<file path="src/rtl/shift_pipe.sv">
// Pipelined barrel shifter/rotator with a valid/ready handshake and a sideband tag.
// The log2(XLEN) shift levels are spread over STAGES register stages; the whole pipe stalls together.
module shift_pipe #(
   parameter int XLEN   = 32,
   parameter int STAGES = 1,
   parameter int TAG_W  = 4
) (
   input  logic                    clk,
   input  logic                    rst,
   input  logic                    in_valid,
   output logic                    in_ready,
   input  logic [XLEN-1:0]         a,
   input  logic [$clog2(XLEN)-1:0] shamt,
   input  logic [2:0]              op,
   input  logic [TAG_W-1:0]        in_tag,
   output logic                    out_valid,
   input  logic                    out_ready,
   output logic [XLEN-1:0]         out_r,
   output logic [TAG_W-1:0]        out_tag
);

   localparam int SW  = $clog2(XLEN);
   localparam int PER = (SW + STAGES - 1) / STAGES;

   localparam logic [2:0] OP_SRL = 3'd0;
   localparam logic [2:0] OP_SLL = 3'd1;
   localparam logic [2:0] OP_SRA = 3'd2;
   localparam logic [2:0] OP_ROR = 3'd3;
   localparam logic [2:0] OP_ROL = 3'd4;

   // Index 0 is the input port side; index s+1 is the register output of stage s.
   logic             pos_v   [STAGES+1];
   logic [XLEN-1:0]  pos_d   [STAGES+1];
   logic [2:0]       pos_op  [STAGES+1];
   logic [TAG_W-1:0] pos_tag [STAGES+1];
   logic [SW-1:0]    pos_sh  [STAGES];

   logic adv;

   function automatic logic [XLEN-1:0] shift_level(input logic [XLEN-1:0] x,
                                                   input logic [2:0]      o,
                                                   input int              k);
      case (o)
         OP_SRL:  return x >> k;
         OP_SLL:  return x << k;
         OP_SRA:  return $signed(x) >>> k;
         OP_ROR:  return (x >> k) | (x << (XLEN - k));
         OP_ROL:  return (x << k) | (x >> (XLEN - k));
         default: return x;
      endcase
   endfunction

   assign adv      = !out_valid || out_ready;
   // Reset forces ready high; acceptance is still blocked because reset wins in every stage register.
   assign in_ready = adv || rst;

   assign pos_v[0]   = in_valid && adv;
   assign pos_d[0]   = a;
   assign pos_op[0]  = op;
   assign pos_tag[0] = in_tag;
   assign pos_sh[0]  = shamt;

   for (genvar s = 0; s < STAGES; s++) begin : g_stage
      localparam int LO = (s * PER < SW) ? s * PER : SW;
      localparam int HI = ((s + 1) * PER < SW) ? (s + 1) * PER : SW;

      logic [XLEN-1:0]  nxt;
      logic             v_r;
      logic [XLEN-1:0]  d_r;
      logic [2:0]       op_r;
      logic [TAG_W-1:0] tag_r;

      always_comb begin
         nxt = pos_d[s];
         for (int l = 0; l < SW; l++) begin
            if (l >= LO && l < HI && pos_sh[s][l[SW-1:0]]) begin
               nxt = shift_level(nxt, pos_op[s], 1 << l);
            end
         end
      end

      always_ff @(posedge clk) begin
         if (rst) begin
            v_r   <= 1'b0;
            d_r   <= '0;
            op_r  <= '0;
            tag_r <= '0;
         end else if (adv) begin
            v_r   <= pos_v[s];
            d_r   <= nxt;
            op_r  <= pos_op[s];
            tag_r <= pos_tag[s];
         end
      end

      assign pos_v[s+1]   = v_r;
      assign pos_d[s+1]   = d_r;
      assign pos_op[s+1]  = op_r;
      assign pos_tag[s+1] = tag_r;

      // The last stage consumes the final shift levels, so no shift amount is carried past it.
      if (s < STAGES - 1) begin : g_sh
         logic [SW-1:0] sh_r;

         always_ff @(posedge clk) begin
            if (rst) begin
               sh_r <= '0;
            end else if (adv) begin
               sh_r <= pos_sh[s];
            end
         end

         assign pos_sh[s+1] = sh_r;
      end
   end

   // Reserved op codes pass the operand through the levels untouched and are zeroed here.
   assign out_valid = pos_v[STAGES];
   assign out_tag   = pos_tag[STAGES];
   assign out_r     = (pos_op[STAGES] > OP_ROL) ? '0 : pos_d[STAGES];

endmodule

</file>
<file path="config.mk">
export PLATFORM = sky130hd
export DESIGN_NAME = shift_pipe
export DESIGN_NICKNAME = d
export VERILOG_FILES = /design/src/rtl/shift_pipe.sv
export SDC_FILE = /design/constraint.sdc
export NUM_CORES = 1
export LEC_CHECK = 0
export CAP_MARGIN = 20
export CORE_MARGIN = 1.5
export CORE_UTILIZATION = 53
export DETAILED_ROUTE_END_ITERATION = 6
export PLACE_DENSITY = 0.83
export SETUP_SLACK_MARGIN = 0.15
export SLEW_MARGIN = 10
export SYNTH_ARGS = -nofsm -noshare
export SYNTH_HDL_FRONTEND = slang
export SYNTH_SLANG_ARGS = --single-unit
</file>
<file path="constraint.sdc">
create_clock -name clk -period 2.9 [get_ports clk]
set_input_delay 0.58 -clock clk [delete_from_list [all_inputs] [get_ports clk]]
set_output_delay 0.58 -clock clk [all_outputs]
set_load 0.05 [all_outputs]
</file>
==> results of run 1 <==
==> cell families after synthesis <==
logic type	after synthesis
xor gates and xnor gates	1
and+or+nand+nor	423
buffers and inverters	121
AOI/OAI and AO/OA	423
muxes	8
DFF	40
==> routing by layer <==
metal  global-route usage, %  GRT overflow
met5                    39.6             1
met3                    72.2            13
met4                    87.2            87
met1                    82.2             7
met2                    99.1           121
==> repair_timing <==
item,4_1_cts
endpoints found under the setup margin,32
setup buffers,31
hold buffers,0
cloned,3
pin swaps,99
gates resized for setup,240
==> stage by stage <==
step	instances	instance area, um^2
floorplan	1016	7060
global placement	1473	9930
detailed placement	1473	9930
CTS	1515	11400
==> flow_metrics.tcl, run 1 <==
set metrics [dict create \
    tool.error "[ERROR GRT-0116] Global routing finished with congestion. Check the congestion regions in the DRC Viewer." \
    clock-sinks 40 \
    syn_area_mm2 0.00688 \
    netlist_instances 1016 \
    synth.most_common_cell "nand2_1" \
    cts_root_buffer "clkbuf_16" \
    seq_area_frac_synth_pct 11.6 \
    start_util_pct 54.5 \
    synthSimpleGateAreaFrac_pct 33.0 \
    dp_hpwl_mm 25.9 \
    netlist_top_cells_area "dfxtp_1 (12%), a21oi_1 (6.0%), nand2_1 (5.4%), nor4b_1 (4.6%), nor2_1 (4.2%)" \
    grt-ovfl-total 229 \
    htreeDepth 2 \
    numPortBuffers 85 \
    synth_common_cells "nand2_1 (99), a21oi_1 (82), nor2_1 (77), clkbuf_1 (62), o21ai_0 (51)" \
    async_flop_share_pct 0 \
    place_congestion 1.18 \
    synthMuxAreaShare_pct 1.22 \
    synth_top_area_share_pct 11.6 \
    row_count 41 \
    synth_compound_area_share_pct 45.4 \
    preCtsSetupSlack_ns -0.519 \
    synthFlopType "dfxtp_1" \
    yosysTopAreaCell "dfxtp_1" \
    synthXorXnorAreaFrac_pct 0.237 \
    cts_made_buffers 5 \
    haltStage "global routing" \
    die_h_um 117 \
    clockBufferDepth 2 \
    io_pins 86 \
    synth_top_family_by_area "compound AO/OA/AOI/OAI gates" \
    grt_max_degree 35 \
    ys_types 83 \
    grt_pass1_vias 14400 \
    ys.warnings.count 0 \
    grt_use_total_pct 84.3 \
    synth_fa_ha_area_share_pct 0 \
    grt_pass1_wl_mm 89.5 \
    synth_seq_cells 40 \
    die_width_um 117 \
    syn_nets 1064 \
    syn_avg_cell_area_um2 6.77 \
    outcome "did not finish" \
    synth_edf_count 0 \
]
==> run 2, diff against run 1 <==
--- a/config.mk
+++ b/config.mk
@@ -7,10 +7,9 @@
 export LEC_CHECK = 0
 export CAP_MARGIN = 20
 export CORE_MARGIN = 1.5
-export CORE_UTILIZATION = 53
+export CORE_UTILIZATION = 40
 export DETAILED_ROUTE_END_ITERATION = 6
-export PLACE_DENSITY = 0.83
-export SETUP_SLACK_MARGIN = 0.15
+export PLACE_DENSITY_LB_ADDON = 0.15
 export SLEW_MARGIN = 10
 export SYNTH_ARGS = -nofsm -noshare
 export SYNTH_HDL_FRONTEND = slang
==> constraint.sdc (replaced) <==
create_clock -name clk -period 3.77 [get_ports clk]
set_input_delay 0.754 -clock clk [delete_from_list [all_inputs] [get_ports clk]]
set_output_delay 0.754 -clock clk [all_outputs]
set_load 0.05 [all_outputs]
==> run 2 against run 1 <==
Effect of this change: synthesized cell count stayed put; the flow now finishes, with violations (DRC); area after synthesis stayed put.
==> flow_metrics.tcl, run 2 <==
set metrics [dict create \
    area.growth.synth_to_final_pct 30.6 \
    htreeDepth 2 \
    clock_power_share_pct 19.7 \
    min_to "g_stage[0].d_r[24]$_SDFFE_PP0N_" \
    use_met2_pct 61.7 \
    netlist_instances 1016 \
    seqPwrFrac_pct 19.6 \
    ant_nets 0 \
    syn_area_mm2 0.00688 \
    power_density_mw_per_mm2 282 \
    cp_top_family "compound AO/OA/AOI/OAI gates" \
    start_util_pct 41.2 \
    period_needed_ns 3.69 \
    dp_hpwl_mm 27.1 \
    final_cell_mix "buf_4 (156), nand2_1 (99), a21oi_1 (82), clkdlybuf4s50_1 (80), nor2_1 (77)" \
    r2r_slack_ns 1.97 \
    p_int_uw 1370 \
    min_path_cells 2 \
    vias 9407 \
    synth.most_common_cell "nand2_1" \
    drt_iter0_drc 1044 \
    synthFlopType "dfxtp_1" \
    maxCapViolations 0 \
    final_core_util_pct 53.7 \
    die_width_um 134 \
    crit_type "in -> reg" \
    largest_register_ffs 32 \
    path_buf_inv 3 \
    crit_chain "buf_2 > buf_12 > nand2b_1 > buf_4 > o32a_1 > a21oi_1 > o21ai_0 > and3_1 > a2bb2o_1 > a221oi_1 > o21ai_1" \
    insertion_delay_ns 0.29 \
    outcome "finished, violations left" \
    clockBufferDepth 2 \
    synth_common_cells "nand2_1 (99), a21oi_1 (82), nor2_1 (77), clkbuf_1 (62), o21ai_0 (51)" \
    netlist_top_cells_area "dfxtp_1 (12%), a21oi_1 (6.0%), nand2_1 (5.4%), nor4b_1 (4.6%), nor2_1 (4.2%)" \
    seq_area_frac_synth_pct 11.6 \
    worstHoldStart "g_stage[0].d_r[24]$_SDFFE_PP0N_" \
    rr_endpoint "g_stage[0].d_r[22]$_SDFFE_PP0N_" \
    leakagePower_uw 0.00322 \
    setup_viol 0 \
    clock-sinks 40 \
    synth_fa_ha_area_share_pct 0 \
    r2r_start "out_valid$_SDFFE_PP0N_" \
    ys.warnings.count 0 \
    rsz0062_at_grt "false" \
    synth_compound_area_share_pct 45.4 \
    drive_above_1_share_pct 19.1 \
    async_flop_share_pct 0 \
    reg2reg_depth 5 \
    startpoint_type "primary input" \
    cts_root_buffer "clkbuf_16" \
    grt_use_met1_pct 49.4 \
    grt_pass1_vias 8700 \
    p_sw_share_pct 46.0 \
    arrival_ns 3.85 \
    synth_top_family_by_area "compound AO/OA/AOI/OAI gates" \
    antenna_cells 0 \
    slew_headroom_pct 53.2 \
    coreArea_mm2 0.0167 \
    nNetsFinal 1207 \
    synthMuxAreaShare_pct 1.22 \
    path_max_fanout 20 \
    antenna_found_initial 0 \
    fillers 1733 \
    crit_path_top_delay_cell "a21oi_1" \
    grt-ovfl-total 0 \
    end_kind "flop" \
    syn_avg_cell_area_um2 6.77 \
    synthSimpleGateAreaFrac_pct 33.0 \
    grt_use_total_pct 37.6 \
    grt_pass1_wl_mm 52.5 \
    grt-busiest-layer "met2" \
    synthXorXnorAreaFrac_pct 0.237 \
    cts_made_buffers 5 \
    drt_pre_antenna_iters 7 \
    totalWireLength_mm 34.2 \
    place_congestion 1.01 \
    drc 15 \
    fin_skew_ns 0.00697 \
    clk_pin_slew_worst_paths_ns 0.06 \
    numPortBuffers 85 \
    slew_viol_final 0 \
    finalCritPeriodShare_pct 97.8 \
    tritoncts "built" \
    preCtsSetupSlack_ns -0.0610 \
    peakVddDrop_mv 0.344 \
    wl_per_cell_um 24.8 \
    syn_nets 1064 \
    synth_seq_cells 40 \
    fin_ws_ns 0.0840 \
    pwr-share-comb_pct 60.8 \
    die_area_mm2 0.0180 \
    ys_types 83 \
    fmax_mhz 271 \
    die_h_um 134 \
    violations "DRC" \
    io_pins 86 \
    yosysTopAreaCell "dfxtp_1" \
    hold_path.class "reg -> reg" \
    synth_edf_count 0 \
    finalHoldViolCount 0 \
    synth_top_area_share_pct 11.6 \
    row_count 47 \
    grt_max_degree 38 \
    top_register "g_stage.d_r" \
    cp_slowest_stage_delay_ns 0.43 \
    layout_commonest_cell "buf_4" \
    viasPerCell 6.82 \
    p_sw_uw 1170 \
    required_ns 3.94 \
    met3_usage_pct 5.33 \
    tightestPinTransition_ns 0.699 \
]
==> run 2: how the worst max path moves through the flow <==
| stage | startpoint | end | slack (ns) | cells after the start |
|---|---|---|---|---|
| after floorplan | op[0] | g_stage[0].d_r[26]$_SDFFE_PP0N_ | 0.64 | 12 |
| after global placement | a[10] | g_stage[0].d_r[23]$_SDFFE_PP0N_ | -0.06 | 11 |
| after detailed placement | a[10] | g_stage[0].d_r[23]$_SDFFE_PP0N_ | -0.06 | 11 |
| after CTS | a[10] | g_stage[0].d_r[23]$_SDFFE_PP0N_ | 0.23 | 11 |
| after global routing | op[1] | g_stage[0].d_r[23]$_SDFFE_PP0N_ | 0.003 | 11 |
| final | op[1] | g_stage[0].d_r[23]$_SDFFE_PP0N_ | 0.08 | 11 |
==> run 2: timing repair <==
action / CTS / global route
endpoints found under the hold margin: 0 / 0
resized for setup: 0 / 2
setup buffers: 0 / 0
hold buffers: 0 / 0
endpoints found under the setup margin: 0 / 1
==> run 2: through the flow <==
stage | total power, uW | area [um^2] | hold slack (ns) | setup TNS (ns) | cells
finish | 2530 | 8980 | 0.451 | 0 | 1380
global route | 2650 | 8980 | 0.463 | 0 | 1380
CTS | 2500 | 8960 | 0.455 | 0 | 1380
detailed placement | 2000 | 8790 | 0.442 | -0.0610 | 1372
global placement | 2000 | 8790 | 0.433 | -0.0555 | 1372
floorplan | 1400 | 6880 | 0.417 | 0 | 1016
==> run 2: final cells by class <==
cell class | instances | area [um^2] | area share [%]
multi-input combinational | 855 | 5510 | 61.4
sequential | 40 | 801 | 8.92
timing repair buffer | 249 | 2190 | 24.4
clock buffer | 5 | 125 | 1.39
tap | 220 | 275 | 3.07
inverter | 8 | 30.0 | 0.335
clock inverter | 3 | 46.3 | 0.516
==> run 2: cell families after synthesis <==
family	Yosys count
AOI/OAI and AO/OA	423
xor gates and xnor gates	1
buffers and inverters	121
DFF	40
muxes	8
and+or+nand+nor	423
==> run 2: tightest hold or removal path, cell delays in order, from the launching register on <==
cell	delay, ns
dfxtp_1	0.32
nand2_1	0.04
o21ai_0	0.05
==> run 2: layer usage <==
metal | up-vias | share of wire, %
met5 | - | 0
met4 | 0 | 4.4
met3 | 100 | 9.0
met2 | 585 | 45
met1 | 4419 | 41
li1 | 4303 | -
==> run 2: power by group through the flow <==
stage          sequential, uW  clock, uW  combinational (uW)
6_report                  496        498                1540
2_1_floorplan             508          0                 890
5_1_grt                   501        523                1620
3_3_place_gp              505          0                1500
4_1_cts                   496        502                1500
3_5_place_dp              505          0                1500
(Power assumes the default switching activity.)
==> run 3, diff against run 2 <==
--- a/config.mk
+++ b/config.mk
@@ -8,8 +8,9 @@
 export CAP_MARGIN = 20
 export CORE_MARGIN = 1.5
 export CORE_UTILIZATION = 40
+export CTS_BUF_LIST = sky130_fd_sc_hd__clkbuf_16
 export DETAILED_ROUTE_END_ITERATION = 6
-export PLACE_DENSITY_LB_ADDON = 0.15
+export PLACE_DENSITY_LB_ADDON = 0.12
 export SLEW_MARGIN = 10
 export SYNTH_ARGS = -nofsm -noshare
 export SYNTH_HDL_FRONTEND = slang
==> run 3 against run 2 <==
Effect of this change: the run now ends clean; combinational power barely moved; design area down 0.39%; maximum frequency rose by 5.7%; wire length up 0.14%; hold slack got worse by 0.0012 ns; setup slack improved by 0.20 ns; via count rose by 0.56%; critical endpoint is now g_stage[0].d_r[17]$_SDFFE_PP0N_; largest power group unchanged; highest routed layer unchanged.
==> flow_metrics.tcl, run 3 (synthesis gave the netlist of run 2 again) <==
set metrics [dict create \
    crit_type "in -> reg" \
    slew_viol_final 0 \
    clock-sinks 40 \
    preCtsSetupSlack_ns 0.0683 \
    p_int_uw 1370 \
    fin_skew_ns 0.00836 \
    grt_use_total_pct 37.8 \
    startpoint_type "primary input" \
    final_cell_mix "buf_4 (161), nand2_1 (99), a21oi_1 (82), clkdlybuf4s50_1 (80), nor2_1 (77)" \
    grt-ovfl-total 0 \
    r2r_start "out_valid$_SDFFE_PP0N_" \
    min_path_cells 2 \
    arrival_ns 3.71 \
    tritoncts "built" \
    cts_root_buffer "clkbuf_16" \
    place_congestion 1.03 \
    drive_above_1_share_pct 19.1 \
    die_h_um 134 \
    reg2reg_depth 4 \
    required_ns 3.99 \
    end_kind "flop" \
    row_count 47 \
    top_register "g_stage.d_r" \
    tns_ns 0 \
    drt_pre_antenna_iters 6 \
    nNetsFinal 1209 \
    drt_iter0_drc 1013 \
    clock_power_share_pct 19.6 \
    maxCapViolations 0 \
    area.growth.synth_to_final_pct 30.0 \
    ant_nets 0 \
    power_density_mw_per_mm2 284 \
    leakagePower_uw 0.00320 \
    grt_max_degree 38 \
    fmax_mhz 287 \
    clockBufferDepth 2 \
    hold_path.class "reg -> reg" \
    peakVddDrop_mv 0.237 \
    antenna_found_initial 0 \
    numPortBuffers 85 \
    outcome "finished clean" \
    fillers 1722 \
    insertion_delay_ns 0.29 \
    path_max_fanout 18 \
    start_util_pct 41.2 \
    multi_input_area_mm2 0.00550 \
    grt_pass1_wl_mm 52.7 \
    ff_latch_area_um2 801 \
    post_cts_buffers 0 \
    dp_hpwl_mm 27.0 \
    setup_viol 0 \
    period_needed_ns 3.49 \
    totalWireLength_mm 34.2 \
    wl_per_cell_um 24.8 \
    clk_pin_slew_worst_paths_ns 0.06 \
    min_to "out_tag[1]$_SDFFE_PP0N_" \
    finalCritPeriodShare_pct 92.5 \
    ctsResizeCount 0 \
    drc 0 \
    layout_commonest_cell "buf_4" \
    tightestPinTransition_ns 0.754 \
    grt_pass1_vias 8678 \
    die_width_um 134 \
    p_sw_uw 1170 \
    p_sw_share_pct 46.0 \
    htreeDepth 2 \
    finalHoldViolCount 0 \
    holdBufCountCts 0 \
    rsz0062_at_grt "false" \
    coreArea_mm2 0.0167 \
    fin_ws_ns 0.281 \
    die_area_mm2 0.0180 \
    antenna_cells 0 \
    largest_register_ffs 32 \
    r2r_slack_ns 1.92 \
    io_pins 86 \
    cts_made_buffers 5 \
    slew_headroom_pct 49.6 \
    viasPerCell 6.85 \
    rr_endpoint "g_stage[0].d_r[26]$_SDFFE_PP0N_" \
    vias 9460 \
    pwr-share-comb_pct 60.8 \
    worstHoldStart "out_tag[1]$_SDFFE_PP0N_" \
    final_core_util_pct 53.5 \
    seqPwrFrac_pct 19.6 \
]
-- run 3: changes by cell type in the layout (fill, tap and decap cells not counted), sizes merged --
cell / delta
buf: +2
-- run 3: how the worst max path moves through the flow --
stage,endpoint,slack [ns],startpoint,cells past startpoint
after floorplan,g_stage[0].d_r[26]$_SDFFE_PP0N_,0.64,op[0],12
after CTS,g_stage[0].d_r[31]$_SDFFE_PP0N_,0.36,a[24],11
after global placement,g_stage[0].d_r[31]$_SDFFE_PP0N_,0.09,a[24],11
final,g_stage[0].d_r[17]$_SDFFE_PP0N_,0.28,op[2],15
after global routing,g_stage[0].d_r[26]$_SDFFE_PP0N_,0.1,a[15],9
after detailed placement,g_stage[0].d_r[31]$_SDFFE_PP0N_,0.07,a[24],11
-- run 3: metal layers --
| metal | vias up | GRT usage [%] | share of wire, % |
|---|---|---|---|
| li1 | 4326 | - | - |
| met1 | 4431 | 50.8 | 41 |
| met2 | 595 | 59.0 | 44 |
| met3 | 108 | 3.93 | 9.2 |
| met4 | 0 | 21.0 | 6.0 |
| met5 | - | 0 | 0 |
-- run 3: final cells by class --
| type | instances | area share, % |
|---|---|---|
| clock inverter | 3 | 0.518 |
| sequential | 40 | 8.96 |
| inverter | 8 | 0.336 |
| timing repair buffer | 251 | 24.2 |
| tap | 220 | 3.08 |
| clock buffer | 5 | 1.40 |
| multi-input combinational | 855 | 61.5 |
-- run 3: critical path: stages --
cell and delay (ns):
buf_4 0.20, buf_12 0.17, nand2b_1 0.25, buf_4 0.21, o32ai_1 0.10, o21ai_0 0.42
buf_4 0.22, a31oi_1 0.08, buf_4 0.16, a22oi_1 0.14, buf_4 0.16, nand3_1 0.11
o211ai_1 0.38, a31oi_1 0.14, nor3_1 0.18
-- run 3: power groups by stage --
stage | combinational, uW | sequential [uW] | clock, uW
final | 1540 | 497 | 497
after global routing | 1630 | 504 | 517
after CTS | 1500 | 497 | 500
after detailed placement | 1500 | 506 | 0
after global placement | 1500 | 505 | 0
after floorplan | 890 | 508 | 0
-- run 3: metrics by stage --
stage	instance area (um^2)	hold slack (ns)	total power, uW	std cells
finish	8940	0.450	2540	1382
global route	8940	0.469	2650	1382
CTS	8940	0.453	2500	1382
detailed placement	8770	0.437	2000	1374
global placement	8770	0.430	2010	1374
floorplan	6880	0.417	1400	1016
